<file path="config.mk">
export PLATFORM = sky130hd
export DESIGN_NAME = matrix_scan
export DESIGN_NICKNAME = d
export VERILOG_FILES = /design/src/rtl/matrix_pkg.sv /design/src/rtl/scan_timer.sv /design/src/rtl/matrix_scan.sv
export SDC_FILE = /design/constraint.sdc
export NUM_CORES = 1
export LEC_CHECK = 0
export BUFFER_PORTS_ARGS = -buffer_cell sky130_fd_sc_hd__buf_4
export CORE_MARGIN = 5
export CORE_UTILIZATION = 55
export DETAILED_ROUTE_END_ITERATION = 8
export GPL_TIMING_DRIVEN = 0
export PLACE_DENSITY = 0.81
export SETUP_SLACK_MARGIN = 0.15
export SYNTH_ARGS = -nofsm -noshare
export SYNTH_HDL_FRONTEND = slang
export SYNTH_SLANG_ARGS = --single-unit
</file>
<file path="constraint.sdc">
create_clock -name clk -period 2.3 [get_ports clk]
set_input_delay 0 -clock clk [delete_from_list [all_inputs] [get_ports clk]]
set_output_delay 0 -clock clk [all_outputs]
set_load 0.02 [all_outputs]
</file>
<file path="src/rtl/matrix_pkg.sv">
// rtl/matrix_pkg.sv - shared types and helpers for the 16x16 matrix scanner
package matrix_pkg;

    localparam int GRID = 16;

    typedef logic [GRID-1:0][GRID-1:0] frame_t;

    typedef enum logic [1:0] {
        IDLE,
        SNAP,
        BLANK,
        DRIVE
    } scan_state_t;

    // Gather one row of a plane into column order: bit x = plane[x][row].
    function automatic logic [GRID-1:0] column_slice(input frame_t plane, input logic [3:0] row);
        logic [GRID-1:0] cols;
        cols = '0;
        for (int x = 0; x < GRID; x++) begin
            cols[x] = plane[x][row];
        end
        return cols;
    endfunction

endpackage

</file>
<file path="src/rtl/scan_timer.sv">
// rtl/scan_timer.sv - loadable saturating down-counter with done flag
module scan_timer #(
    parameter int WIDTH = 4
) (
    input  logic             clk,
    input  logic             rst,
    input  logic             load,
    input  logic [WIDTH-1:0] load_val,
    output logic [WIDTH-1:0] count,
    output logic             done
);

    // Reload on request, otherwise count down and park at zero.
    always_ff @(posedge clk or negedge rst) begin
        if (!rst) begin
            count <= '0;
        end else if (load) begin
            count <= load_val;
        end else if (count != '0) begin
            count <= count - 1'b1;
        end
    end

    assign done = (count == '0);

endmodule

</file>
<file path="src/rtl/matrix_scan.sv">
// rtl/matrix_scan.sv - row-multiplexed scanner for a 16x16 bicolour LED matrix
module matrix_scan
    import matrix_pkg::*;
#(
    parameter int DWELL_CYCLES = 1000,
    parameter int BLANK_CYCLES = 8
) (
    input  logic                       clk,
    input  logic                       rst,
    input  logic                       en,
    input  logic [GRID-1:0][GRID-1:0]  green_in,
    input  logic [GRID-1:0][GRID-1:0]  red_in,
    output logic [GRID-1:0]            row_sel,
    output logic [GRID-1:0]            col_green,
    output logic [GRID-1:0]            col_red,
    output logic                       frame_start,
    output logic [3:0]                 row_idx
);

    localparam int MAX_CYCLES = (DWELL_CYCLES > BLANK_CYCLES) ? DWELL_CYCLES : BLANK_CYCLES;
    localparam int CW         = $clog2(MAX_CYCLES + 1);
    localparam logic [CW-1:0] BLANK_LOAD = CW'(BLANK_CYCLES - 1);
    localparam logic [CW-1:0] DWELL_LOAD = CW'(DWELL_CYCLES - 1);

    scan_state_t   state;
    scan_state_t   next_state;
    logic [3:0]    row_next;
    logic          tmr_load;
    logic [CW-1:0] tmr_load_val;
    logic [CW-1:0] tmr_count;
    logic          tmr_done;
    frame_t        snap_green;
    frame_t        snap_red;

    scan_timer #(.WIDTH(CW)) u_timer (
        .clk      (clk),
        .rst      (rst),
        .load     (tmr_load),
        .load_val (tmr_load_val),
        .count    (tmr_count),
        .done     (tmr_done)
    );

    // State and row register.
    always_ff @(posedge clk or negedge rst) begin
        if (!rst) begin
            state   <= SNAP;
            row_idx <= 4'd0;
        end else begin
            state   <= next_state;
            row_idx <= row_next;
        end
    end

    // Next-state logic; the timer is reloaded on every state entry.
    always_comb begin
        next_state   = state;
        row_next     = row_idx;
        tmr_load     = 1'b0;
        tmr_load_val = '0;
        if (!en) begin
            next_state = IDLE;
            row_next   = 4'd0;
            tmr_load   = 1'b1;
        end else begin
            case (state)
                IDLE: begin
                    next_state = SNAP;
                    row_next   = 4'd0;
                    tmr_load   = 1'b1;
                end
                SNAP: begin
                    next_state   = BLANK;
                    row_next     = 4'd0;
                    tmr_load     = 1'b1;
                    tmr_load_val = BLANK_LOAD;
                end
                BLANK: begin
                    if (tmr_done) begin
                        next_state   = DRIVE;
                        tmr_load     = 1'b1;
                        tmr_load_val = DWELL_LOAD;
                    end
                end
                DRIVE: begin
                    if (tmr_done) begin
                        tmr_load = 1'b1;
                        if (row_idx == 4'd15) begin
                            next_state = SNAP;
                        end else begin
                            next_state   = BLANK;
                            row_next     = row_idx + 4'd1;
                            tmr_load_val = BLANK_LOAD;
                        end
                    end
                end
                default: begin
                    next_state = IDLE;
                    tmr_load   = 1'b1;
                end
            endcase
        end
    end

    // Frame snapshot, taken only in SNAP so mid-frame plane updates never tear.
    always_ff @(posedge clk or negedge rst) begin
        if (!rst) begin
            snap_green <= '0;
            snap_red   <= '0;
        end else if (en && state == SNAP) begin
            snap_green <= green_in;
            snap_red   <= red_in;
        end
    end

    // Registered pin outputs; columns change only on the first blank cycle, never while lit.
    always_ff @(posedge clk or negedge rst) begin
        if (!rst) begin
            row_sel     <= '0;
            col_green   <= '0;
            col_red     <= '0;
            frame_start <= 1'b0;
        end else if (!en) begin
            row_sel     <= '0;
            col_green   <= '0;
            col_red     <= '0;
            frame_start <= 1'b0;
        end else begin
            frame_start <= (state == SNAP);
            row_sel     <= (state == DRIVE) ? (GRID'(1) << row_idx) : '0;
            if (state == IDLE) begin
                col_green <= '0;
                col_red   <= '0;
            end else if (state == BLANK && tmr_count == BLANK_LOAD) begin
                col_green <= column_slice(snap_green, row_idx);
                col_red   <= column_slice(snap_red, row_idx);
            end
        end
    end

endmodule

</file>
# ---- Word-level counts from Yosys, hierarchy flattened
# Cells that the tools add are included.
dict set report classes {
  muxes 92
  n_eq_ne 10
  n_lt_le_gt_ge 1
  reduce_logical 10
  n_shift 1
  add_sub_neg 2
  div_mod_pow 0
  mul 0
  bitwise 0
}
# operator count
set op_table {}
lappend op_table {{binary-select mux 1 bit (select 4 bit)} 32}
lappend op_table {{2-to-1 mux 16 bit} 8}
lappend op_table {{2-to-1 mux 10 bit} 4}
lappend op_table {{2-to-1 mux 1 bit} 35}
lappend op_table {{one-hot mux 10 bit (3 select lines)} 1}
lappend op_table {{<< shifter 1 x 4 -> 16 bit (first input constant)} 1}
lappend op_table {{2-to-1 mux 4 bit} 3}
lappend op_table {{== test 10 x 3 -> 1 bit (second input constant)} 1}
lappend op_table {{logical NOT 10 bit} 1}
lappend op_table {{nonzero test 10 bit} 1}
lappend op_table {{subtractor 10 x 1 -> 10 bit (second input constant)} 1}
lappend op_table {{inequality test 3 bit (second input constant)} 3}
lappend op_table {{2-to-1 mux 2 bit} 4}
lappend op_table {{one-hot mux 2 bit (4 select lines)} 1}
lappend op_table {{one-hot mux 4 bit (2 select lines)} 1}
lappend op_table {{2-to-1 mux 3 bit} 2}
lappend op_table {{< comparator 4 x 5 -> 1 bit (second input constant)} 1}
lappend op_table {{adder 4 x 1 -> 4 bit (second input constant)} 1}
lappend op_table {{== test 2 bit (second input constant)} 2}
lappend op_table {{== test 4 bit (second input constant)} 1}
lappend op_table {{OR reduction 2 bit} 2}
lappend op_table {{inequality test 3 x 1 -> 1 bit (second input constant)} 1}
lappend op_table {{inequality test 3 x 2 -> 1 bit (second input constant)} 1}
lappend op_table {{AND reduction 3 bit} 1}
lappend op_table {{6 further kinds} 7}
dict set report word_totals {
  memories 0
  output_inout_bits 53
  ramBits 0
  register_bits 577
  latchBits 0
  input_bits 515
  mem_bits_ro 0
  elab_cells 155
}

# ---- Logic depth before layout (Yosys ltp)
dict set report depth {
  word_depth 6
  depth_mapped 8
}

# ---- Cells and area by module
# Synthesis repeated with hierarchy kept, for this count alone.
dict set report hier_totals {
  hier_cells 2655
  area_unflattened_um2 25974.9
}
# module seq_area_each_um2 cells_each area_each_um2 n_inst
set modules_own_cells {}
lappend modules_own_cells {matrix_scan 14189.9 2592 25368.1 1}
lappend modules_own_cells {scan_timer 250.2 63 606.8 1}

# ---- Worst setup path before layout
# No wires, ideal clock.
dict set report synth_timing {
  kind {register -> register}
  start {reg row_idx[0]}
  end {reg col_green[15]}
  arrival_ps 1906
  setup_time_ps 118
  synth_period_minus_slack_ps 2024
  path_slack_ps 276
  stages_incl_launch_ff 8
  t_required_ps 2182
  cell_sequence {dfrtp_1 clkbuf_1 buf_6 buf_6 mux4_2 mux2i_1 o22ai_1 a21o_1}
}
dict set report synth_via {
  elab_chain_cells 5
}
# item line
set synth_lines {}
lappend synth_lines {{start: declaration} matrix_scan.sv:17} ;# output logic [3:0] row_idx
lappend synth_lines {{start signal: assignment} matrix_scan.sv:51} ;# row_idx <= row_next;
lappend synth_lines {{binary-select mux 1 bit (select 4 bit)} matrix_pkg.sv:20} ;# cols[x] = plane[x][row];
lappend synth_lines {{2-to-1 mux 1 bit (implied by the code)} matrix_pkg.sv:20}
lappend synth_lines {{2-to-1 mux 16 bit} matrix_scan.sv:134} ;# end else if (state == BLANK && tmr_count == BLANK_LOAD) begin
lappend synth_lines {{2-to-1 mux 16 bit} matrix_scan.sv:131} ;# if (state == IDLE) begin
lappend synth_lines {{2-to-1 mux 16 bit} matrix_scan.sv:123} ;# end else if (!en) begin
lappend synth_lines {{end signal: assignment} matrix_scan.sv:135} ;# col_green <= column_slice(snap_green, row_idx);
lappend synth_lines {{end: declaration} matrix_scan.sv:14} ;# output logic [GRID-1:0] col_green,
# Every way passes these cells. The select of a mux whose other input is x is not followed.
# A chain may end at the register's enable or synchronous reset.

# ---- Worst setup path after layout
# Same ends and word-level chain as after synthesis.

==> run_results.csv <==
group,metric,value,unit
drt,via_count,28200,
pwr,irDropWorstVdd,742,uV
sta,fin_crit,2140,ps
synthesis,netlist_instances,2640,
clocking,cts_tree,"yes",
sta,max-slew-margin-rel,39.4,%
setup_path,path_max_fanout,10,
clocking,clk_latency,630,ps
global_routing,grt.overflow.total,0,
global_routing,grt_pass1_wl,176000,um
placement,gp_congestion,0.895,
setup_path,r2r_start,"row_idx[0]",
floorplanning,die_w,226,um
synthesis,synth_most_common_cell,"nand2_1",
pwr,p_leak,20.4,nW
pwr,cellPowerDensity,1060,nW/um^2
placement,placed_cell_area,30800,um^2
setup_path,critPathLaunchType,"flop",
outcome,status,"completed",
pwr,comb_power_share,32.9,%
setup_path,crit_arrival,2650,ps
finish,final_area,38400,um^2
placement,io_buffer_count,567,
drt,routed_via_density,6.28,
sta,hold_viol,0,
synthesis,syn-num-nets,3164,
synthesis,ys_warn_count,0,
finish,nets,4319,
floorplanning,rows,79,
floorplanning,io_pins,568,
drt,wl,122000,um
setup_path,critPathCapture,"col_green[15]",
placement,pre_cts_ws,-575,ps
drt,dr.pass1.iters,9,
floorplanning,fp.dieH,226,um
synthesis,synth_top_flop_cell,"dfrtp_1",
pwr,p_clk_share,25.2,%
sta,rsz0062_at_grt,"true",
synthesis,synth_top_area_share,56.2,%
sta,clock_skew,19.4,ps
clocking,h-tree-depth,2,
sta,tightest_slew,910,ps
clocking,cts.sinks,577,
synthesis,synth_area_per_cell,9.72,um^2
sta,setup_viol,0,
sta,fmax,468,MHz
pwr,intPower,25.8,mW
synthesis,synthesis.area,25700,um^2
global_routing,antenna_found_initial,35,
clocking,path_clk_slew,80,ps
global_routing,grt.total_usage,46.4,%
setup_path,crit_path_end_kind,"flop",
setup_path,crit_start,"row_idx[0]",
pwr,finalPower,40.9,mW
synthesis,netlist_top_cells_count,"nand2_1, dfrtp_1, mux4_2",
pwr,power_switching,15.2,mW
setup_path,worstPathRequired,2810,ps
finish,final_layout_size_suffix_gt1_share,24.3,%
pwr,swShare,37.0,%
synthesis,synth.distinct_cells,44,
finish,area_growth,49.8,%
sta,timing.final.crit_share,93.0,%
clocking,cts_root_buf,"clkbuf_16",
pwr,sequentialPowerShare,42.0,%
sta,setup_slack,161,ps
setup_path,rr_endpoint,"col_green[15]",
setup_path,r2r_setup_slack,160,ps
clocking,max-clock-path-buffers,3,
drt,route.detailed.drc,0,
synthesis,netlist_top_cells_area,"dfrtp_1, nand2_1, mux4_2",
floorplanning,die_area,51100,um^2
floorplanning,core_area,46400,um^2
sta,drv_slew,0,
synthesis,synth_edf_count,0,
global_routing,grt_start_max_net_pins,124,
flow_run,drv_cap,0,
synthesis,synth_top_area_cell,"dfrtp_1",
placement,hpwl,61900,um
drt,wl_per_cell,27.2,um
setup_path,r2r_cells,6,
floorplanning,start_util,55.4,%
synthesis,ys_async_sr_fraction,100,%
synthesis,ys_seq_area_share,56.3,%
setup_path,crit_type,"reg2reg",
worst_hold_path,hp-class,"in2async",
clocking,cts_buffers,59,
synthesis,ys_seq_elements,577,
drt,drt_iter0_drc,3736,
drt,antenna_left,0,
global_routing,first_global_vias,29900,
[repair_timing]
action | in CTS | in global routing
hold endpoints to repair | 648 | 0
gates resized for setup | 90 | 37
hold buffers | 514 | 0
cloned | 1 | 2
endpoints found under the setup margin | 545 | 420
setup buffers | 3 | 4
pin swaps | 1 | 2
[power groups by stage]
stage	Combinational [mW]	Clock [mW]	Sequential, mW
after global routing	14.4	10.6	17.3
after global placement	10.3	0	16.1
after detailed placement	10.9	0	16.5
final	13.5	10.3	17.2
after CTS	11.9	10.0	16.4
after floorplan	7.68	0	15.7
[cell type report]
class	count	area, um^2
timing repair buffer	1095	9650
buffer	162	1020
tap	607	759
multi-input combinational	1892	10400
sequential	577	14400
antenna	38	95.1
inverter	8	35.0
clock inverter	22	284
clock buffer	82	1730
fill	2214	7910
[metal layers]
layer / wire length, um / GRT usage [%] / up-vias
met4: 13800 / 39.8 / 22
met3: 15800 / 18.1 / 1217
met5: 141 / 0.285 / -
met2: 55800 / 72.5 / 3008
met1: 36200 / 49.2 / 13100
li1: - / - / 10800
[layout by cell type (no fill, tap or decap), drive strengths merged, types with 9 or more instances in the layout]
cell type	Yosys	routed
mux2i	64	64
inv	8	9
a21o	33	33
and3	11	11
dfrtp	576	576
nand2	1545	1545
ha	9	9
mux4	128	128
o22ai	32	32
dlygate4sd3	0	514
clkbuf	86	167
diode	0	38
o21ai	13	13
clkinv	0	10
buf	77	657
[registers in the layout, summed over array words and instances, names as in the netlist]
register       cells
row_idx            4
col_red           16
row_sel           16
snap_green       256
col_green         16
state              2
u_timer.count     10
snap_red         256
frame_start        1
[cell families (layout without fill, tap and decap cells)]
group,count (synthesis),count (layout),share of synthesized area [%]
DFF,577,577,56.3
and+or+nand+nor,1596,1596,23.9
muxes,192,192,13.7
adders and majority gates,9,9,0.439
xor gates and xnor gates,7,7,0.239
other,0,38,0
AOI/OAI and AO/OA,88,88,2.25
buffers and inverters,171,1369,3.22
[worst min-delay path by stage]
stage	start	end	slack [ps]	cells after the start
2_1_floorplan	rst	col_green[0]	-300	0
3_3_place_gp	red_in[248]	snap_red[248]	190	3
3_5_place_dp	rst	snap_green[215]	150	1
4_1_cts	rst	snap_green[179]	90	2
5_1_grt	green_in[181]	snap_green[181]	100	4
6_report	rst	snap_green[214]	60	2
[per-stage QoR]
stage | hold slack, ps | TNS (ps) | utilization [%] | instances
after floorplan | -296 | 0 | - | 2640
after global placement | 193 | -2681770 | 66.2 | 3814
after CTS | 89.3 | 0 | 82.4 | 4439
final | 60.6 | 0 | 82.9 | 4483
after detailed placement | 148 | -97710 | 66.4 | 3818
after global routing | 102 | 0 | 82.9 | 4469
[critical path: stages, from the launching register on]
cell and delay (ps):
dfrtp_2 390, buf_8 150, buf_4 310, mux4_2 560, mux2i_1 270, o22ai_1 160, a21o_1 190
No activity file was read; power rests on OpenSTA's default activity.
